### src/rtl/mux_nto1_led_scan.sv
// mux_nto1_led_scan
// An NCH:1 multiplexer, WIDTH bits per channel, that drives a bank of board LEDs.
// The channel is chosen in one of two ways:
//   - manual mode: from board switches, after they are synchronised and debounced
//   - auto-scan mode: from a timer that steps through the channels in turn
// The selected channel number and the LED data are both registered.
// While hold is high, the selection, the LED data and the scan timer are all frozen.

module mux_nto1_led_scan #(
    parameter int WIDTH       = 4,
    parameter int NCH         = 4,
    parameter int SELW        = 2,
    parameter int DEBOUNCE    = 4,
    parameter int SCAN_PERIOD = 8
) (
    input  logic                   clk,
    input  logic                   rst,
    input  logic [NCH*WIDTH-1:0]   data_in,
    input  logic [SELW-1:0]        sel_sw,
    input  logic                   mode,
    input  logic                   hold,
    output logic [WIDTH-1:0]       led,
    output logic [SELW-1:0]        sel_led,
    output logic                   ch_change
);

    // Counter widths. Keep at least one bit when the terminal count is zero.
    localparam int DCW = (DEBOUNCE > 1)    ? $clog2(DEBOUNCE)    : 1;
    localparam int SCW = (SCAN_PERIOD > 1) ? $clog2(SCAN_PERIOD) : 1;

    localparam logic [DCW-1:0]  DEB_LAST  = DCW'(DEBOUNCE - 1);
    localparam logic [SCW-1:0]  SCAN_LAST = SCW'(SCAN_PERIOD - 1);
    localparam logic [SELW-1:0] SEL_LAST  = SELW'(NCH - 1);

    logic [SELW-1:0]  sw_s1_q, sw_s2_q;
    logic [SELW-1:0]  cand_q, cand_d;
    logic [SELW-1:0]  deb_sel_q, deb_sel_d;
    logic [DCW-1:0]   deb_cnt_q, deb_cnt_d;
    logic [SCW-1:0]   scan_cnt_q, scan_cnt_d;
    logic [SELW-1:0]  sel_q, sel_d;
    logic [WIDTH-1:0] led_q, led_d;
    logic             chg_q, chg_d;
    logic [WIDTH-1:0] ch_data;

    // Two-flop synchroniser for the asynchronous switch inputs.
    always_ff @(posedge clk or posedge rst) begin
        if (rst) begin
            sw_s1_q <= '0;
            sw_s2_q <= '0;
        end else begin
            sw_s1_q <= sel_sw;
            sw_s2_q <= sw_s1_q;
        end
    end

    // Debouncer, next state.
    // A candidate switch value is accepted only after it has stayed stable long enough.
    // An accepted value that is not a valid channel is dropped, so the previous selection is kept.
    always_comb begin
        cand_d    = cand_q;
        deb_sel_d = deb_sel_q;
        deb_cnt_d = deb_cnt_q;
        if (sw_s2_q != cand_q) begin
            cand_d    = sw_s2_q;
            deb_cnt_d = '0;
        end else if (deb_cnt_q == DEB_LAST) begin
            if (32'(cand_q) < NCH) begin
                deb_sel_d = cand_q;
            end
        end else begin
            deb_cnt_d = deb_cnt_q + 1'b1;
        end
    end

    // Debouncer state registers. These run in both modes and while hold is high.
    always_ff @(posedge clk or posedge rst) begin
        if (rst) begin
            cand_q    <= '0;
            deb_sel_q <= '0;
            deb_cnt_q <= '0;
        end else begin
            cand_q    <= cand_d;
            deb_sel_q <= deb_sel_d;
            deb_cnt_q <= deb_cnt_d;
        end
    end

    // Select and scan timer, next state.
    // Priority is: hold, then manual mode, then auto-scan.
    always_comb begin
        sel_d      = sel_q;
        scan_cnt_d = scan_cnt_q;
        if (hold) begin
            sel_d      = sel_q;
            scan_cnt_d = scan_cnt_q;
        end else if (!mode) begin
            sel_d      = deb_sel_q;
            scan_cnt_d = '0;
        end else if (scan_cnt_q == SCAN_LAST) begin
            sel_d      = (sel_q == SEL_LAST) ? '0 : sel_q + 1'b1;
            scan_cnt_d = '0;
        end else begin
            scan_cnt_d = scan_cnt_q + 1'b1;
        end
    end

    // Channel mux, indexed by the registered select.
    // The loop compares against each valid channel, so a select value at or above NCH can never read past the end of data_in.
    always_comb begin
        ch_data = '0;
        for (int c = 0; c < NCH; c++) begin
            if (sel_q == SELW'(c)) begin
                ch_data = data_in[c*WIDTH +: WIDTH];
            end
        end
    end

    // LED data and change-pulse, next state.
    // While hold is high, the LEDs keep their value and no pulse is raised.
    always_comb begin
        led_d = hold ? led_q : ch_data;
        chg_d = (sel_d != sel_q);
    end

    // Output registers: select, scan timer, LED data and change pulse.
    always_ff @(posedge clk or posedge rst) begin
        if (rst) begin
            sel_q      <= '0;
            scan_cnt_q <= '0;
            led_q      <= '0;
            chg_q      <= 1'b0;
        end else begin
            sel_q      <= sel_d;
            scan_cnt_q <= scan_cnt_d;
            led_q      <= led_d;
            chg_q      <= chg_d;
        end
    end

    assign led       = led_q;
    assign sel_led   = sel_q;
    assign ch_change = chg_q;

endmodule

### config.mk
export PLATFORM = sky130hd
export DESIGN_NAME = mux_nto1_led_scan
export DESIGN_NICKNAME = d
export VERILOG_FILES = /design/src/rtl/mux_nto1_led_scan.sv
export SDC_FILE = /design/constraint.sdc
export NUM_CORES = 1
export LEC_CHECK = 0
export BUFFER_PORTS_ARGS = -buffer_cell sky130_fd_sc_hd__buf_4
export CORE_ASPECT_RATIO = 0.8
export CORE_MARGIN = 2
export CORE_UTILIZATION = 50
export CTS_CLUSTER_DIAMETER = 30
export CTS_CLUSTER_SIZE = 12
export DETAILED_ROUTE_END_ITERATION = 10
export PLACE_DENSITY = 0.81
export SYNTH_ARGS = -nofsm -noshare
export SYNTH_HDL_FRONTEND = slang
export SYNTH_SLANG_ARGS = --single-unit
### constraint.sdc
create_clock -name clk -period 1.7 [get_ports clk]
set_input_delay 0 -clock clk [delete_from_list [all_inputs] [get_ports clk]]
set_output_delay 0 -clock clk [all_outputs]
set_load 0.005 [all_outputs]
==> results of run 1 <==
[what timing repair did]
action	CTS	global route
endpoints found under the setup margin	0	3
resized for setup	0	2
hold buffers	7	0
endpoints found under the hold margin	27	0
[worst min-delay path: stages]
cell	delay (ns)
sky130_fd_sc_hd__buf_4	0.08
sky130_fd_sc_hd__a21oi_1	0.07
sky130_fd_sc_hd__a21oi_2	0.13
[layer usage]
metal / part of all wire / wire length (µm) / global-route usage
met2: 0.51 / 1100 / 0.3759
met5: 0 / 0 / 0
met3: 0.036 / 78 / 0.06419
met4: 0.018 / 39 / 0.05500
met1: 0.43 / 937 / 0.2870
[metrics by stage]
stage	instance area, µm²	utilization
finish	1351	0.7077
global route	1351	0.7077
CTS	1349	0.7064
detailed placement	1226	0.6422
global placement	1226	0.6422
floorplan	1021	-
[cell usage in the layout, fill, tap and decap left out, drive strengths merged]
cell         synthesis  routed
dfrtp               20      20
xor2                 1       1
dlygate4sd3          0       7
a31oi                1       1
mux2i                1       1
ha                   7       7
xnor2                2       2
nand3                1       1
inv                  8       8
buf                  5      28
mux2                 2       2
o2bb2ai              1       1
nor2                 6       6
nor2b                7       7
a211o                3       3
a221oi               4       4
a21oi               12      12
o21ai                9       9
bufinv               0       1
nand2               10      10
clkbuf               2       3
nor3                 1       1
[final cells by class]
cell class | instances | area, µm²
clock inverters | 1 | 30.03
clock buffers | 3 | 22.52
fillers | 143 | 558.0
multi-input cells | 68 | 455.4
inverters | 8 | 30.03
well taps | 24 | 30.03
flip-flops and latches | 20 | 503.0
repair buffers | 35 | 280.3
[worst paths after layout]
path	start	to	slack [ns]	cells past startpoint
hold / removal	data_in[13]	led[1]	0.008	3
min in group asynchronous	rst	scan_cnt_q[0]	0.36	3
setup reg to reg	sel_led[1]	led[1]	0.15	6
hold reg to reg	sw_s1_q[0]	sw_s2_q[0]	0.37	0
max in group asynchronous	rst	sel_led[1]	0.83	3
setup / recovery	sel_led[1]	led[1]	0.15	6
[flip-flops by register name, summed over array words and instances, names as in the netlist]
signal and count:
ch_change 1, cand_q 2, scan_cnt_q 3, sw_s2_q 2, deb_sel_q 2, sel_led 2, led 4, deb_cnt_q 2
sw_s1_q 2
[power by group]
part / internal (mW) / switching (mW) / total [mW]
registers: 0.541 / 0.0477 / 0.588
clock network: 0.239 / 0.147 / 0.385
logic: 0.195 / 0.160 / 0.355
total: 0.974 / 0.354 / 1.33
[cells by family after synthesis]
group	Yosys count
buf+inv	15
xor+xnor	3
simple gates	25
compound gates	30
fa+ha+maj	7
flops	20
mux	3
==> parameters.txt, run 1 <==
Parameter                              Value

GRT
  Global-route wire length before repair ... 3.857 mm
  Vias in the first global route ... 857
  Number of antenna violations at the first check in global routing ... 0
  Aggregate global routing overflow ... 0
  Overall Global Routing Usage ... 0.2248
  Maximum number of pins on one net before global-route repair ... 21

STA
  Final hold violations ... 0
  Final period utilization ... 0.9124
  Final-report max-slew violation count ... 0
  Fmax ... 644.7 MHz
  Worst setup margin ... 0.1490 ns
  Setup repair after global routing missed its margin ... false
  Transition at the pin with the smallest max-transition slack ... 0.7244 ns
  Setup-violating endpoint count in the final report ... 0
  Worst hold margin ... 0.007707 ns
  Worst slew margin relative to its limit ... 0.5166
  Clock Skew ... 0.007943 ns
  Post-route setup TNS ... 0 ns
  Crit path time final ... 1.551 ns

Worst setup path
  Data required, critical path ... 1.95 ns
  Max stage delay cell, worst path ... sky130_fd_sc_hd__dfrtp_2
  Max stage delay on crit path ... 0.43 ns
  Critical-path maximum fanout ... 6
  Ordered list of cells on the worst path ... inv_1, ha_1, nor2b_2, a221oi_1, a211o_1, a21oi_2
  Type of origin of the critical path ... register
  Arrival @ worst endpoint ... 1.80 ns
  Family with the most delay on the worst path ... compound AO/OA/AOI/OAI gates
  Critical path class ... register to register
  Worst path bufs/invs ... 1
  Element type at the critical path end ... register

Placement
  HPWL reported at the end of detailed placement ... 1.646 mm
  Cell count after placement ... 148
  Last weighted congestion value of the routability-driven placer ... 0.8589
  Number of input and output port buffers inserted ... 28
  Worst setup slack after placement ... 0.1203 ns

Yosys
  Area of the mapped netlist ... 0.001021 mm²
  Post-synthesis share of cell area spent on and, or, nand and nor gates ... 0.1140
  Syn nets ... 132
  Adder-cell area share of the yosys netlist ... 0.08578
  Most numerous cell types in the synthesized netlist ... 20 x sky130_fd_sc_hd__dfrtp_1, 10 x sky130_fd_sc_hd__nand2_1, 9 x sky130_fd_sc_hd__a21oi_1, 9 x sky130_fd_sc_hd__o21ai_0, 8 x sky130_fd_sc_hd__inv_1
  Compound-cell area share of the yosys netlist ... 0.1887
  Unique masters post-synth ... 23
  Count of flip-flops with a built-in enable after synthesis ... 0
  Synth Area in XOR/XNOR ... 0.02574
  Most frequently used flop master after synthesis ... sky130_fd_sc_hd__dfrtp_1
  Biggest area consumer among synthesized cells ... sky130_fd_sc_hd__dfrtp_1
  Synthesized area per cell ... 9.912 µm²
  Share of the synthesized area in the top cell type ... 0.4902
  Share of synthesized area spent on multiplexers ... 0.03186
  Synth async-reset ratio ... 1.000
  Synthesis Warnings ... 0
  Register bit total from synthesis ... 20
  Dominant combinational cell family by area after synthesis ... compound AO/OA/AOI/OAI gates
  Count leader, synth ... sky130_fd_sc_hd__dfrtp_1
  Sequential fraction of the synthesis area ... 0.4902
  Cell types with the largest area share after synthesis ... sky130_fd_sc_hd__dfrtp_1 49%, sky130_fd_sc_hd__ha_1 8.6%, sky130_fd_sc_hd__a21oi_1 4.4%, sky130_fd_sc_hd__o21ai_0 4.4%, sky130_fd_sc_hd__nand2_1 3.7%
  Synthesized instance count ... 103

Clocking
  Library cell used as clock root buffer ... sky130_fd_sc_hd__clkbuf_4
  Clock slew at reported path FFs ... 0.11 ns
  Clock insertion delay at the later pin of the skew report ... 0.31 ns
  Clock tree from TritonCTS ... done
  Maximum clock path buffer count ... 2
  H-tree lvl count ... 1
  Total clock buffers created by CTS ... 3
  Sinks on Clock Net ... 20
  Number of post-CTS setup repair buffers ... 0

Status
  Run status ... complete, no violations

Floorplanning
  Die span in y ... 44.42 µm
  Area of the die ... 0.002422 mm²
  Placeable core region ... 0.001909 mm²
  I/O pin total ... 29
  Starting density of the core ... 0.5347
  Count of standard-cell rows ... 14
  Die width ... 54.52 µm

Pwr
  Total power ... 1.329 mW
  Power density over the cells ... 983.2 mW/mm²
  Leak ... 0.6670 nW
  IR drop worst, VDD ... 645.9 µV

Detailed routing
  Number of nets with antenna violations after routing ... 0
  Detailed-route wire length per cell ... 13.55 µm
  Remaining design rule violation count ... 0
  Count of vias placed by the detailed router ... 841
  Detailed-route vias per instance ... 5.289
  DRC violation total after the first TritonRoute iteration ... 7
  Overall routed net length ... 2.155 mm
  Number of optimization iterations in the first detailed-route pass ... 4

Final layout
  Post-route non-filler standard cell count ... 159
  Diodes inserted ... 0
  Fraction of final layout cells with drive strength greater than 1 ... 0.2963
  Area growth, synth to finish ... 32.35%
  Final layout net count ... 165

Flow run
  Total of max-cap violations ... 0

Min path
  Hold/Removal Path Class ... input pin to register
No activity file was read; power rests on OpenSTA's default activity.
==> run 2, diff against run 1 <==
--- a/config.mk
+++ b/config.mk
@@ -8,11 +8,11 @@
 export BUFFER_PORTS_ARGS = -buffer_cell sky130_fd_sc_hd__buf_4
 export CORE_ASPECT_RATIO = 0.8
 export CORE_MARGIN = 2
-export CORE_UTILIZATION = 50
+export CORE_UTILIZATION = 33
 export CTS_CLUSTER_DIAMETER = 30
 export CTS_CLUSTER_SIZE = 12
 export DETAILED_ROUTE_END_ITERATION = 10
-export PLACE_DENSITY = 0.81
+export PLACE_DENSITY = 0.59
 export SYNTH_ARGS = -nofsm -noshare
 export SYNTH_HDL_FRONTEND = slang
 export SYNTH_SLANG_ARGS = --single-unit
==> run 2 against run 1 <==
Critical path depth stayed put; clock skew shrank 0.0071 ns; combinational power down 5.9%; largest cell class unchanged; highest routed layer is now met3; via count fell by 2.7%; critical endpoint unchanged; power is 3.9% higher; flip-flop and latch count stayed put.
==> parameters.txt, run 2 (synthesis results as in run 1) <==
Parameter                              Value

Final layout
  Area used by sequential logic in the layout ... 501.7 µm² (-0.25%)
  Final standard cell utilization of the core ... 0.4469 (-0.2608)
  Diodes inserted ... 0 (unchanged)
  Final layout net count ... 161 (-2.4%)
  Filler cell count in the final layout ... 302 (+110%)
  Fraction of final layout cells with drive strength greater than 1 ... 0.2977 (+0.001414)
  Area occupied by multi-input gates ... 455.4 µm² (unchanged)
  Most frequent standard cell in the layout excluding fill and tap cells ... sky130_fd_sc_hd__buf_4
  Most frequent cells in the layout ... 28 x sky130_fd_sc_hd__buf_4, 19 x sky130_fd_sc_hd__dfrtp_1, 10 x sky130_fd_sc_hd__nand2_1
  Flip-flop count of the largest register after layout ... 4 (unchanged)
  Area growth, synth to finish ... 32.11%

Detailed routing
  Remaining design rule violation count ... 0 (unchanged)
  Number of optimization iterations in the first detailed-route pass ... 4 (unchanged)
  Count of vias placed by the detailed router ... 818 (-2.7%)
  DRC violation total after the first TritonRoute iteration ... 28 (+21)
  Number of nets with antenna violations after routing ... 0 (unchanged)
  Overall routed net length ... 2.052 mm (-4.8%)
  Detailed-route vias per instance ... 4.784 (-9.6%)
  Detailed-route wire length per cell ... 12.00 µm (-11%)

STA
  Post-route setup TNS ... 0 ns (unchanged)
  Setup-violating endpoint count in the final report ... 0 (unchanged)
  Final-report max-slew violation count ... 0 (unchanged)
  Worst slew margin relative to its limit ... 0.5078 (-0.008752)
  Fmax ... 637.2 MHz (-1.2%)
  Setup repair after global routing missed its margin ... false
  Transition at the pin with the smallest max-transition slack ... 0.7375 ns (+0.01311 ns)
  Crit path time final ... 1.569 ns (+0.01839 ns)
  Final hold violations ... 0 (unchanged)
  Clock Skew ... 0.0008748 ns (-0.007068 ns)
  Final period utilization ... 0.9232 (+0.01082)
  Worst setup margin ... 0.1306 ns (-0.01839 ns)

Pwr
  Leak ... 0.6597 nW (-1.1%)
  Cell-internal power ... 1.042 mW (+6.9%)
  Switching power ... 0.3391 mW (-4.3%)
  Switching power as a share of total power ... 0.2456 (-0.02109)
  Combinational group share of total power ... 0.242 (-0.025)
  Clk network pwr share ... 0.332 (+0.042)
  Sequential fraction of design power ... 0.426 (-0.017)
  Power density over the cells ... 1024 mW/mm² (+4.1%)
  Total power ... 1.381 mW (+3.9%)
  IR drop worst, VDD ... 552.4 µV (-14%)

Clocking
  Clock tree from TritonCTS ... done
  Clock insertion delay at the later pin of the skew report ... 0.25 ns (-0.06 ns)
  Maximum clock path buffer count ... 2 (unchanged)
  Clock slew at reported path FFs ... 0.07 ns (-0.04 ns)
  Sinks on Clock Net ... 20 (unchanged)
  H-tree lvl count ... 1 (unchanged)
  Number of post-CTS setup repair buffers ... 0 (unchanged)
  Total clock buffers created by CTS ... 3 (unchanged)
  Library cell used as clock root buffer ... sky130_fd_sc_hd__clkbuf_8

GRT
  Maximum number of pins on one net before global-route repair ... 21 (unchanged)
  Overall Global Routing Usage ... 0.1314 (-0.09333)
  Aggregate global routing overflow ... 0 (unchanged)
  Number of antenna violations at the first check in global routing ... 0 (unchanged)
  Vias in the first global route ... 816 (-4.8%)
  Global-route wire length before repair ... 3.505 mm (-9.1%)

Worst setup path
  Type of origin of the critical path ... register
  Element type at the critical path end ... register
  Start point of the critical path ... sel_led[1]
  Data required, critical path ... 1.88 ns (-0.07 ns)
  Critical-path maximum fanout ... 6 (unchanged)
  Arrival @ worst endpoint ... 1.75 ns (-0.05 ns)
  Critical path class ... register to register
  FF-to-FF Start ... sel_led[1]

Placement
  HPWL reported at the end of detailed placement ... 1.553 mm (-5.7%)
  Worst setup slack after placement ... 0.1442 ns (+0.02392 ns)
  Last weighted congestion value of the routability-driven placer ... 0.8542 (-0.55%)
  Number of input and output port buffers inserted ... 28 (unchanged)

Floorplanning
  Count of standard-cell rows ... 18 (+4)
  Starting density of the core ... 0.3383 (-0.1964)
  Placeable core region ... 0.003018 mm² (+58%)
  I/O pin total ... 29 (unchanged)
  Die width ... 66.19 µm (+21%)
  Area of the die ... 0.003557 mm² (+47%)
  Die span in y ... 53.75 µm (+21%)

Min path
  Hold/Removal Path Class ... input pin to register
  Hold Crit Start ... data_in[15]

Status
  Run status ... complete, no violations

Flow run
  Total of max-cap violations ... 0 (unchanged)
## run 2: cell count changes in the layout (fill, tap and decap cells not counted), sizes merged
cell         delta
dlygate4sd3     -4
## run 2: power by group through the flow
stage	clock, mW	sequential, mW	combinational, mW
2_1_floorplan	0	0.589	0.202
3_3_place_gp	0	0.591	0.327
3_5_place_dp	0	0.597	0.332
4_1_cts	0.477	0.588	0.339
5_1_grt	0.495	0.598	0.379
6_report	0.459	0.588	0.334
## run 2: final cells by class
type,instances,share of cell area
flip-flops and latches,20,0.3720
clock inverters,1,0.02226
well taps,40,0.03711
multi-input cells,68,0.3377
repair buffers,31,0.1781
inverters,8,0.02226
clock buffers,3,0.03061
## run 2: repair_timing
item / CTS / global route
hold buffers: 3 / 0
endpoints found under the hold margin: 22 / 0
resized for setup: 0 / 1
setup endpoints to repair: 0 / 1
## run 2: worst paths after layout
check / to / slack, ns / cells after the start
setup / recovery: led[1] / 0.13 / 6
hold reg to reg: sw_s2_q[0] / 0.35 / 0
min in group asynchronous: led[1] / 0.44 / 3
max in group asynchronous: sel_led[0] / 0.75 / 3
hold / removal: led[3] / 0.05 / 3
setup reg to reg: led[1] / 0.13 / 6
## run 2: metrics by stage
stage	hold slack (ns)	std cells	cell area, µm²
floorplan	-0.03617	103	1021
global placement	0.1103	164	1246
detailed placement	0.1104	164	1246
CTS	0.04143	171	1348
global route	0.04548	171	1349
finish	0.04748	171	1349
## run 2: worst max-delay path, cell delays in order, from the launching register on
cell and delay [ns]:
sky130_fd_sc_hd__dfrtp_1 0.43, sky130_fd_sc_hd__inv_1 0.11, sky130_fd_sc_hd__ha_1 0.27, sky130_fd_sc_hd__nor2b_2 0.18
sky130_fd_sc_hd__a221oi_1 0.09, sky130_fd_sc_hd__a211o_1 0.31, sky130_fd_sc_hd__a21oi_2 0.12
## run 2: layer usage
metal / vias to the layer above / share of wire / global-route usage
met5: - / 0 / 0
met4: 0 / 0 / 0.03401
met1: 385 / 0.44 / 0.1494
met2: 27 / 0.47 / 0.2350
li1: 406 / - / -
met3: 0 / 0.091 / 0.05021
